==> config.mk <==
export PLATFORM = sky130hd
export DESIGN_NAME = io_responder
export DESIGN_NICKNAME = d
export VERILOG_FILES = /design/src/rtl/io_responder.sv
export SDC_FILE = /design/constraint.sdc
export NUM_CORES = 1
export LEC_CHECK = 0
export CORE_ASPECT_RATIO = 0.9
export CORE_MARGIN = 2
export CORE_UTILIZATION = 50
export CTS_CLUSTER_SIZE = 10
export DETAILED_ROUTE_END_ITERATION = 6
export GPL_ROUTABILITY_DRIVEN = 1
export GPL_TIMING_DRIVEN = 0
export PLACE_DENSITY = 0.83
export SLEW_MARGIN = 20
export SYNTH_ARGS = -nofsm -noshare
export SYNTH_HDL_FRONTEND = slang
export SYNTH_SLANG_ARGS = --single-unit
==> constraint.sdc <==
create_clock -name clk -period 5.7 [get_ports clk]
set_input_delay 1.14 -clock clk [delete_from_list [all_inputs] [get_ports clk]]
set_output_delay 1.14 -clock clk [all_outputs]
set_load 0.1 [all_outputs]
==> src/rtl/io_responder.sv <==
// -----------------------------------------------------------------------------
// io_responder
//
// Memory-mapped I/O responder on the far side of the CPU port bus. OUT writes
// arrive as an address on base, a value on data and a one-cycle flag strobe.
// The CPU samples the combinational in word on IN. Internally there is a TX
// FIFO with a valid/ready drain, an RX holding register with overrun
// detection, a GPIO output latch, a two-flop GPIO input synchroniser and a
// status word. All port addresses are full 16-bit matches.
//
// Port map (base):
//   0x0000 status  R: {11'b0, rxOverrun, txOverrun, rxValid, txFull, txEmpty}
//                  W: write-one-to-clear, data[3] txOverrun, data[4] rxOverrun
//   0x0001 TX      R: FIFO occupancy, zero-extended   W: push data
//   0x0002 GPIO    R: gpio_out, zero-extended         W: load gpio_out
//   0x0003 RX      R: held rx word                    W: acknowledge (clear valid)
//   0x0004 GPIN    R: synchronised gpio_in            W: ignored
//   other          R: 0                               W: ignored
//
// Ports:
//   clk        in   1       single clock, rising edge
//   reset      in   1       synchronous, active-high
//   base       in   16      port address from the CPU
//   data       in   16      write data from the CPU
//   flag       in   1       write strobe, one cycle per OUT
//   in         out  16      read data to the CPU (combinational on base)
//   tx_data    out  16      FIFO head, meaningful only while tx_valid
//   tx_valid   out  1       FIFO not empty
//   tx_ready   in   1       sink accepts the head this cycle
//   rx_strobe  in   1       one-cycle arrival of rx_word
//   rx_word    in   16      incoming word
//   gpio_out   out  GPIO_W  output latch
//   gpio_in    in   GPIO_W  asynchronous inputs
// -----------------------------------------------------------------------------
module io_responder #(
  parameter int FIFO_DEPTH = 4,
  parameter int GPIO_W     = 16
) (
  input  logic              clk,
  input  logic              reset,
  input  logic [15:0]       base,
  input  logic [15:0]       data,
  input  logic              flag,
  output logic [15:0]       in,
  output logic [15:0]       tx_data,
  output logic              tx_valid,
  input  logic              tx_ready,
  input  logic              rx_strobe,
  input  logic [15:0]       rx_word,
  output logic [GPIO_W-1:0] gpio_out,
  input  logic [GPIO_W-1:0] gpio_in
);

  localparam int PTR_W = $clog2(FIFO_DEPTH);
  localparam int CNT_W = PTR_W + 1;

  localparam logic [CNT_W-1:0] DEPTH_C = CNT_W'(FIFO_DEPTH);

  localparam logic [15:0] ADDR_STATUS = 16'h0000;
  localparam logic [15:0] ADDR_TX     = 16'h0001;
  localparam logic [15:0] ADDR_GPOUT  = 16'h0002;
  localparam logic [15:0] ADDR_RX     = 16'h0003;
  localparam logic [15:0] ADDR_GPIN   = 16'h0004;

  // Write decode
  logic wrStatus;
  logic wrTx;
  logic wrGpOut;
  logic wrRxAck;

  // TX FIFO state
  logic [15:0]      txMem_q [FIFO_DEPTH];
  logic [PTR_W-1:0] txRdPtr_q, txRdPtr_d;
  logic [PTR_W-1:0] txWrPtr_q, txWrPtr_d;
  logic [CNT_W-1:0] txCount_q, txCount_d;
  logic             txEmpty;
  logic             txFull;
  logic             txPop;
  logic             txPushOk;
  logic             txDrop;

  // Sticky overrun flags
  logic txOverrun_q, txOverrun_d;
  logic rxOverrun_q, rxOverrun_d;

  // RX holding register
  logic        rxValid_q, rxValid_d;
  logic [15:0] rxData_q,  rxData_d;
  logic        rxValidAfterAck;
  logic        rxLoad;
  logic        rxDrop;

  // GPIO
  logic [GPIO_W-1:0] gpioOut_q,   gpioOut_d;
  logic [GPIO_W-1:0] gpioSync1_q;
  logic [GPIO_W-1:0] gpioSync2_q;

  // Writes only act on the flag strobe and need an exact address match.
  always_comb begin
    wrStatus = flag && (base == ADDR_STATUS);
    wrTx     = flag && (base == ADDR_TX);
    wrGpOut  = flag && (base == ADDR_GPOUT);
    wrRxAck  = flag && (base == ADDR_RX);
  end

  // FIFO handshake terms. A push into a full FIFO still succeeds when the
  // head leaves in the same cycle, which keeps a full FIFO streaming at one
  // word per cycle.
  always_comb begin
    txEmpty  = (txCount_q == '0);
    txFull   = (txCount_q == DEPTH_C);
    txPop    = !txEmpty && tx_ready;
    txPushOk = wrTx && (!txFull || txPop);
    txDrop   = wrTx && !txPushOk;
  end

  // FIFO pointer and occupancy next-state. Pointers are PTR_W bits wide so
  // they wrap modulo the (power-of-two) depth without extra logic.
  always_comb begin
    txRdPtr_d = txRdPtr_q;
    txWrPtr_d = txWrPtr_q;
    txCount_d = txCount_q;
    if (txPop) begin
      txRdPtr_d = txRdPtr_q + PTR_W'(1);
    end
    if (txPushOk) begin
      txWrPtr_d = txWrPtr_q + PTR_W'(1);
    end
    case ({txPushOk, txPop})
      2'b10:   txCount_d = txCount_q + CNT_W'(1);
      2'b01:   txCount_d = txCount_q - CNT_W'(1);
      default: txCount_d = txCount_q;
    endcase
  end

  // FIFO storage has no reset; the pointers alone define which entries are
  // live, so clearing them on reset discards any contents.
  always_ff @(posedge clk) begin
    if (!reset && txPushOk) begin
      txMem_q[txWrPtr_q] <= data;
    end
  end

  // RX register. An acknowledge in the same cycle as a strobe is applied
  // first, so the incoming word sees an empty register and loads cleanly.
  always_comb begin
    rxValidAfterAck = rxValid_q && !wrRxAck;
    rxLoad          = rx_strobe && !rxValidAfterAck;
    rxDrop          = rx_strobe && rxValidAfterAck;

    rxValid_d = rxValidAfterAck;
    rxData_d  = rxData_q;
    if (rxLoad) begin
      rxValid_d = 1'b1;
      rxData_d  = rx_word;
    end
  end

  // Sticky flags: the W1C clear is applied first, then a new overrun event
  // in the same cycle sets the bit again, so the event always wins.
  always_comb begin
    txOverrun_d = txOverrun_q;
    rxOverrun_d = rxOverrun_q;
    if (wrStatus && data[3]) begin
      txOverrun_d = 1'b0;
    end
    if (wrStatus && data[4]) begin
      rxOverrun_d = 1'b0;
    end
    if (txDrop) begin
      txOverrun_d = 1'b1;
    end
    if (rxDrop) begin
      rxOverrun_d = 1'b1;
    end
  end

  // GPIO output latch next-state.
  always_comb begin
    gpioOut_d = gpioOut_q;
    if (wrGpOut) begin
      gpioOut_d = data[GPIO_W-1:0];
    end
  end

  // All control state, with reset taking priority over every write, strobe
  // and pop in the same cycle.
  always_ff @(posedge clk) begin
    if (reset) begin
      txRdPtr_q   <= '0;
      txWrPtr_q   <= '0;
      txCount_q   <= '0;
      txOverrun_q <= 1'b0;
      rxOverrun_q <= 1'b0;
      rxValid_q   <= 1'b0;
      rxData_q    <= '0;
      gpioOut_q   <= '0;
      gpioSync1_q <= '0;
      gpioSync2_q <= '0;
    end else begin
      txRdPtr_q   <= txRdPtr_d;
      txWrPtr_q   <= txWrPtr_d;
      txCount_q   <= txCount_d;
      txOverrun_q <= txOverrun_d;
      rxOverrun_q <= rxOverrun_d;
      rxValid_q   <= rxValid_d;
      rxData_q    <= rxData_d;
      gpioOut_q   <= gpioOut_d;
      gpioSync1_q <= gpio_in;
      gpioSync2_q <= gpioSync1_q;
    end
  end

  // Read mux: purely combinational on base so the CPU sees zero wait states.
  always_comb begin
    in = '0;
    case (base)
      ADDR_STATUS: in = {11'b0, rxOverrun_q, txOverrun_q, rxValid_q, txFull, txEmpty};
      ADDR_TX:     in = 16'(txCount_q);
      ADDR_GPOUT:  in = 16'(gpioOut_q);
      ADDR_RX:     in = rxData_q;
      ADDR_GPIN:   in = 16'(gpioSync2_q);
      default:     in = '0;
    endcase
  end

  // Sink-side outputs.
  always_comb begin
    tx_valid = !txEmpty;
    tx_data  = txMem_q[txRdPtr_q];
    gpio_out = gpioOut_q;
  end

endmodule

After elaboration in Yosys (flattened, before gate mapping)
Memories as Yosys holds them, arrays and structs flattened. A register that Yosys moved wholly into a read port is not among the register bits.
Cells that the tools add are included.
- add/sub/neg operators: 4
- equal/unequal tests: 7
- mux-type cells: 11
- reductions and logical operators: 25
- operator list (kind ; number):
    case mux 16 bit (5 select lines) ; 1
    == test 16 x 2 -> 1 bit, second input constant ; 2
    == test 16 x 1 -> 1 bit, second input constant ; 1
    == test 16 x 3 -> 1 bit, second input constant ; 1
    logical NOT 16 bit ; 1
    logical AND 1 bit ; 13
    2-to-1 mux 1 bit ; 7
    logical NOT 1 bit ; 6
    case mux 3 bit (2 select lines) ; 1
    nonzero test 2 bit ; 3
    adder 2 x 1 -> 2 bit, second input constant ; 2
    2-to-1 mux 2 bit ; 2
    adder 3 x 1 -> 3 bit, second input constant ; 1
    == test 3 bit, second input constant ; 1
    logical NOT 3 bit ; 1
    subtractor 3 x 1 -> 3 bit, second input constant ; 1
    == test 2 x 1 -> 1 bit, second input constant ; 1
    == test 2 bit, second input constant ; 1
    logical OR 1 bit ; 1
- register bits: 74
- memory bits (writable): 64
- input bits: 69
- output and inout port bits: 49
- logic and storage cells: 58
- memories kept: 1
- memories (memory ; words ; width ; rd ports ; clocked after Yosys merged registers in ; write ports ; line ; RTL):
    txMem_q ; 4 ; 16 ; 1 ; 1 ; 1 ; 72 ; logic [15:0] txMem_q [FIFO_DEPTH];

Longest topological paths before layout
- word-level depth: 8
- mapped depth: 10
- depth with buffers taken out: 9

Worst setup path after synthesis
No wires, ideal clock.
- path type: in2out
- from: in base[5]
- to: out in[10]
- data arrival time: 3.433 ns
- required time: 4.560 ns
- path slack: 1.127 ns
- stages on the path: 7
- buffers on the path: 3
- path through: or4_1 -> clkbuf_1 -> nor3_1 -> and4b_1 -> buf_2 -> buf_6 -> a221o_1
- longest elaborated chain between the ends: 2
- elaborated cells on any way between the ends: 6
- ends and longest elaborated chain (what ; line ; RTL):
    start: declaration ; 41 ; input logic [15:0] base,
    == test 16 x 3 -> 1 bit, or another cell as far along ; 217 ; case (base)
    case mux 16 bit (5 select lines) * ; 217 ;
    end: declaration ; 44 ; output logic [15:0] in,
Mark *: on every way between the ends. The rest lies on a longest branch, timed or not.

Worst setup path in the final report
- from: in base[5]
- to: out in[4]
Same word-level chain as after synthesis.

==> tab_implementation.tex <==
\begin{tabular}{lr}
\hline
Metric & Value \\
\hline
\multicolumn{2}{l}{\textbf{Status}} \\
Run status & completed \\
\multicolumn{2}{l}{\textbf{Synth}} \\
Fraction of the yosys area taken by sequential cells & slightly above 60\% \\
Yosys top cell area share & $\sim$34\% \\
Post-synth EDFFs & between 60 and 70 \\
Share of flip-flops with an asynchronous set or reset after synthesis & 0\% \\
Number of storage elements in the synthesis netlist & between 100 and 150 \\
Mean area per synthesized cell & 12.8 um2 \\
YS warnings & 0 \\
Post-synthesis instance area & between 0.005 and 0.006 mm2 \\
Post-synthesis cell type count & 45 \\
Largest cells by area after synthesis & edfxtp\_1 (34\%), dfxtp\_1 (27\%), mux4\_2 (6.4\%) \\
Most frequently used flop master after synthesis & dfxtp\_1 \\
Number of cells produced by synthesis & about 440 \\
Cell type with the largest total area after synthesis & edfxtp\_1 \\
Total nets after synthesis & 516 \\
\multicolumn{2}{l}{\textbf{GRT}} \\
Pin count of the biggest net entering global routing & 17 \\
Overall routing resource usage & between 20\% and 30\% \\
Initial antenna violation count & 0 \\
Global-route wire length before repair & $\sim$22,000 um \\
Via count of the first global-routing pass & 4,362 \\
Gr ovfl total & 0 \\
\multicolumn{2}{l}{\textbf{Floorplan}} \\
Core box area & 0.0109 mm2 \\
Effective utilization at floorplan & between 50\% and 60\% \\
Number of placed I/O pins & 118 \\
Die extent in y & roughly 100 um \\
Std-Cell Rows & 36 \\
Chip width & between 100 and 150 um \\
Die area & about 0.012 mm2 \\
\multicolumn{2}{l}{\textbf{Job}} \\
Max-cap violations & 0 \\
\multicolumn{2}{l}{\textbf{Route}} \\
Violation count after the first detailed-routing iteration & just over 300 \\
Total wire length after detailed routing & $\sim$14,000 um \\
Final routed DRC violation total & 0 \\
Vias & between 4,000 and 5,000 \\
Detail-routed net length per standard cell & 18.9 um \\
Detailed-router iteration count before antenna repair & 5 \\
Post-route antenna net violation count & 0 \\
Via/cell ratio & 5.77 \\
\multicolumn{2}{l}{\textbf{Clock tree}} \\
Post-CTS setup-driven buffer insertion count & 0 \\
Worst skew pair latency & 0.42 ns \\
Number of levels the H-tree was split into & 4 \\
TritonCTS Sinks & 140 \\
Num CTS Buffers & 17 \\
Number of buffers between clock root and the deepest sink & 2 \\
Post-CTS sizing & 16 \\
CTS tree & yes \\
Clock slew seen by the registers of the worst setup and hold paths & roughly 0.06 ns \\
CTS Root Cell & clkbuf\_16 \\
Post-CTS Hold Buffers & 0 \\
\multicolumn{2}{l}{\textbf{Critical path}} \\
Crit-path max FO & 7 \\
Worst Setup Path Type & primary input to output port \\
Critical Path Sink Type & output port \\
Worst endpoint data arrival time & between 4 and 5 ns \\
Critical Path RT & $\sim$4.6 ns \\
Kind of start point of the critical path & primary input \\
\multicolumn{2}{l}{\textbf{STA}} \\
Final hold violation count & 0 \\
Max-Slew Margin vs Limit & between 30 and 40\% \\
Summed negative setup slack over all endpoints & 0 ns \\
Pins over their slew limit & 0 \\
Worst Max-Slew Pin Slew & between 1 and 1.5 ns \\
Final WS setup & between 0.15 and 0.2 ns \\
Tmin final & around 5.5 ns \\
Setup repair after global routing missed its margin & false \\
Final clock period utilization by the worst path & 97.3\% \\
Final setup vio count & 0 \\
Worst clock skew & 0.0103 ns \\
Max Fclk & between 0.15 and 0.2 GHz \\
\multicolumn{2}{l}{\textbf{Power}} \\
Max VDD drop & around 0.18 mV \\
Static leakage & roughly 2.6 nW \\
Power density of the placed cells & between 300 and 400 mW/mm2 \\
\multicolumn{2}{l}{\textbf{Final layout}} \\
Footprint of the multi-input gates & 0.00203 mm2 \\
Fill cell total of the finished layout & 788 \\
Number of nets at the end of the flow & between 600 and 700 \\
Diodes inserted & 0 \\
Share of cells above drive strength 1 & approximately an eighth \\
Area overhead of the layout relative to synthesis & 33.1\% \\
Reg area & 0.00344 mm2 \\
\multicolumn{2}{l}{\textbf{Placement}} \\
Number of buffers inserted by port buffering & $\sim$120 \\
Setup slack after placement & -0.260 ns \\
Final HPWL DP & around 9700 um \\
Final Wtd Congestion & 0.874 \\
\multicolumn{2}{l}{\textbf{Worst hold path}} \\
Class of the tightest hold or removal check & register to register \\
\hline
\end{tabular}
## cell type report
class | count | share of cell area [%]
clock buffer | 17 | 5.65
sequential | 140 | 45.8
buffer | 32 | 1.88
tap | 152 | 2.53
timing repair buffer | 116 | 14.7
clock inverter | 15 | 2.03
multi-input combinational | 259 | 27.0
inverter | 10 | 0.499
## state kept, by name, indices dropped and copies added (netlist names), 2 cells and up, named ones only
signal       cells
gpio_out        16
txCount_q        3
gpioSync2_q     16
txRdPtr_q        2
gpioSync1_q     16
rxData_q        16
txWrPtr_q        2
txMem_q         64
## where the power goes
| part | internal, mW | switching, mW |
|---|---|---|
| clock network | 0.616 | 0.467 |
| registers | 1.07 | 0.00713 |
| logic | 0.0603 | 0.0533 |
| total | 1.74 | 0.527 |
## cell usage after synthesis, types with 2 or more instances
cell      number
a31o_2         2
nor3_1         4
xor2_1         3
a221o_1       13
and2_1        11
a222oi_1       2
mux2i_1       16
buf_6          2
inv_1          8
a32o_1         3
or4_1          5
nor4_1         7
nand4_1       22
or3_1          2
clkinv_1       2
a21oi_1       22
or4b_2         3
dfxtp_1       76
nand3_1        8
ha_1           5
o31ai_1       16
and4_1         7
clkbuf_1      23
and3_1         2
mux4_2        16
nor2_1         9
nor2b_1       32
buf_2          5
buf_1          2
edfxtp_1      64
nand2_1       32
o21ai_0        4
## kinds of logic (layout without fill, tap and decap cells)
group                    count (synthesis)  after routing  share of synthesized area [%]
buffers and inverters                   42            190                           3.17
AO/OA/AOI/OAI                           65             65                           8.63
AND/OR/NAND/NOR                        152            152                           16.0
flip-flops                             140            140                           60.9
adder cells (fa/ha/maj)                  6              6                           1.46
XOR/XNOR                                 4              4                          0.620
multiplexers                            32             32                           9.21
## path summary, 6_finish.rpt
kind | slack, ns | end | cells past startpoint | startpoint
worst max register to register | 3.06 | txCount_q[2]$_SDFFE_PP0P_ | 9 | txCount_q[0]$_SDFFE_PP0P_
worst min-delay path | 0.43 | gpioSync2_q[1]$_SDFF_PP0_ | 1 | gpioSync1_q[1]$_SDFF_PP0_
worst max-delay path | 0.15 | in[4] | 8 | base[5]
worst min register to register | 0.43 | gpioSync2_q[1]$_SDFF_PP0_ | 1 | gpioSync1_q[1]$_SDFF_PP0_
## critical path, cell delays in order
cell and delay [ns]:
clkdlybuf4s50_1 0.41, or4_1 0.53, clkbuf_1 0.22, nor3_1 0.63, and4b_1 0.28, buf_2 0.17, a221o_1 0.19, clkdlybuf4s15_1 0.83
## stage by stage
| stage | hold WS (ns) | power (mW) | utilization (%) | std cells | instance area (um2) |
|---|---|---|---|---|---|
| after global placement | 0.419 | 1.20 | 64.0 | 709 | 7000 |
| final | 0.435 | 2.27 | 68.7 | 741 | 7520 |
| after detailed placement | 0.420 | 1.21 | 64.0 | 709 | 7000 |
| after floorplan | 0.414 | 1.14 | - | 441 | 5650 |
| after CTS | 0.437 | 2.28 | 69.1 | 741 | 7560 |
| after global routing | 0.459 | 2.33 | 68.7 | 741 | 7520 |
## layer usage
layer  wire, um  vias up  part of all wire [%]  global-route usage [%]
li1           -     1956                     -                       -
met1       5830     2070                    42                    31.1
met2       6960      217                    50                    39.5
met3        981       29                   7.0                    6.44
met4        265        0                   1.9                    9.86
met5          0        -                     0                       0
## layout by cell type (no fill, tap or decap), types with 7 or more instances in the layout
cell,n
a21oi_1,22
a221o_1,13
and2_1,11
and4_1,7
clkbuf_1,23
clkbuf_16,17
clkbuf_2,11
clkdlybuf4s50_1,100
dfxtp_1,76
edfxtp_1,64
inv_1,8
mux2i_1,16
mux4_2,16
nand2_1,32
nand3_1,8
nand4_1,22
nor2_1,9
nor2b_1,32
nor4_1,7
o31ai_1,16
No activity file was read; power rests on OpenSTA's default activity.
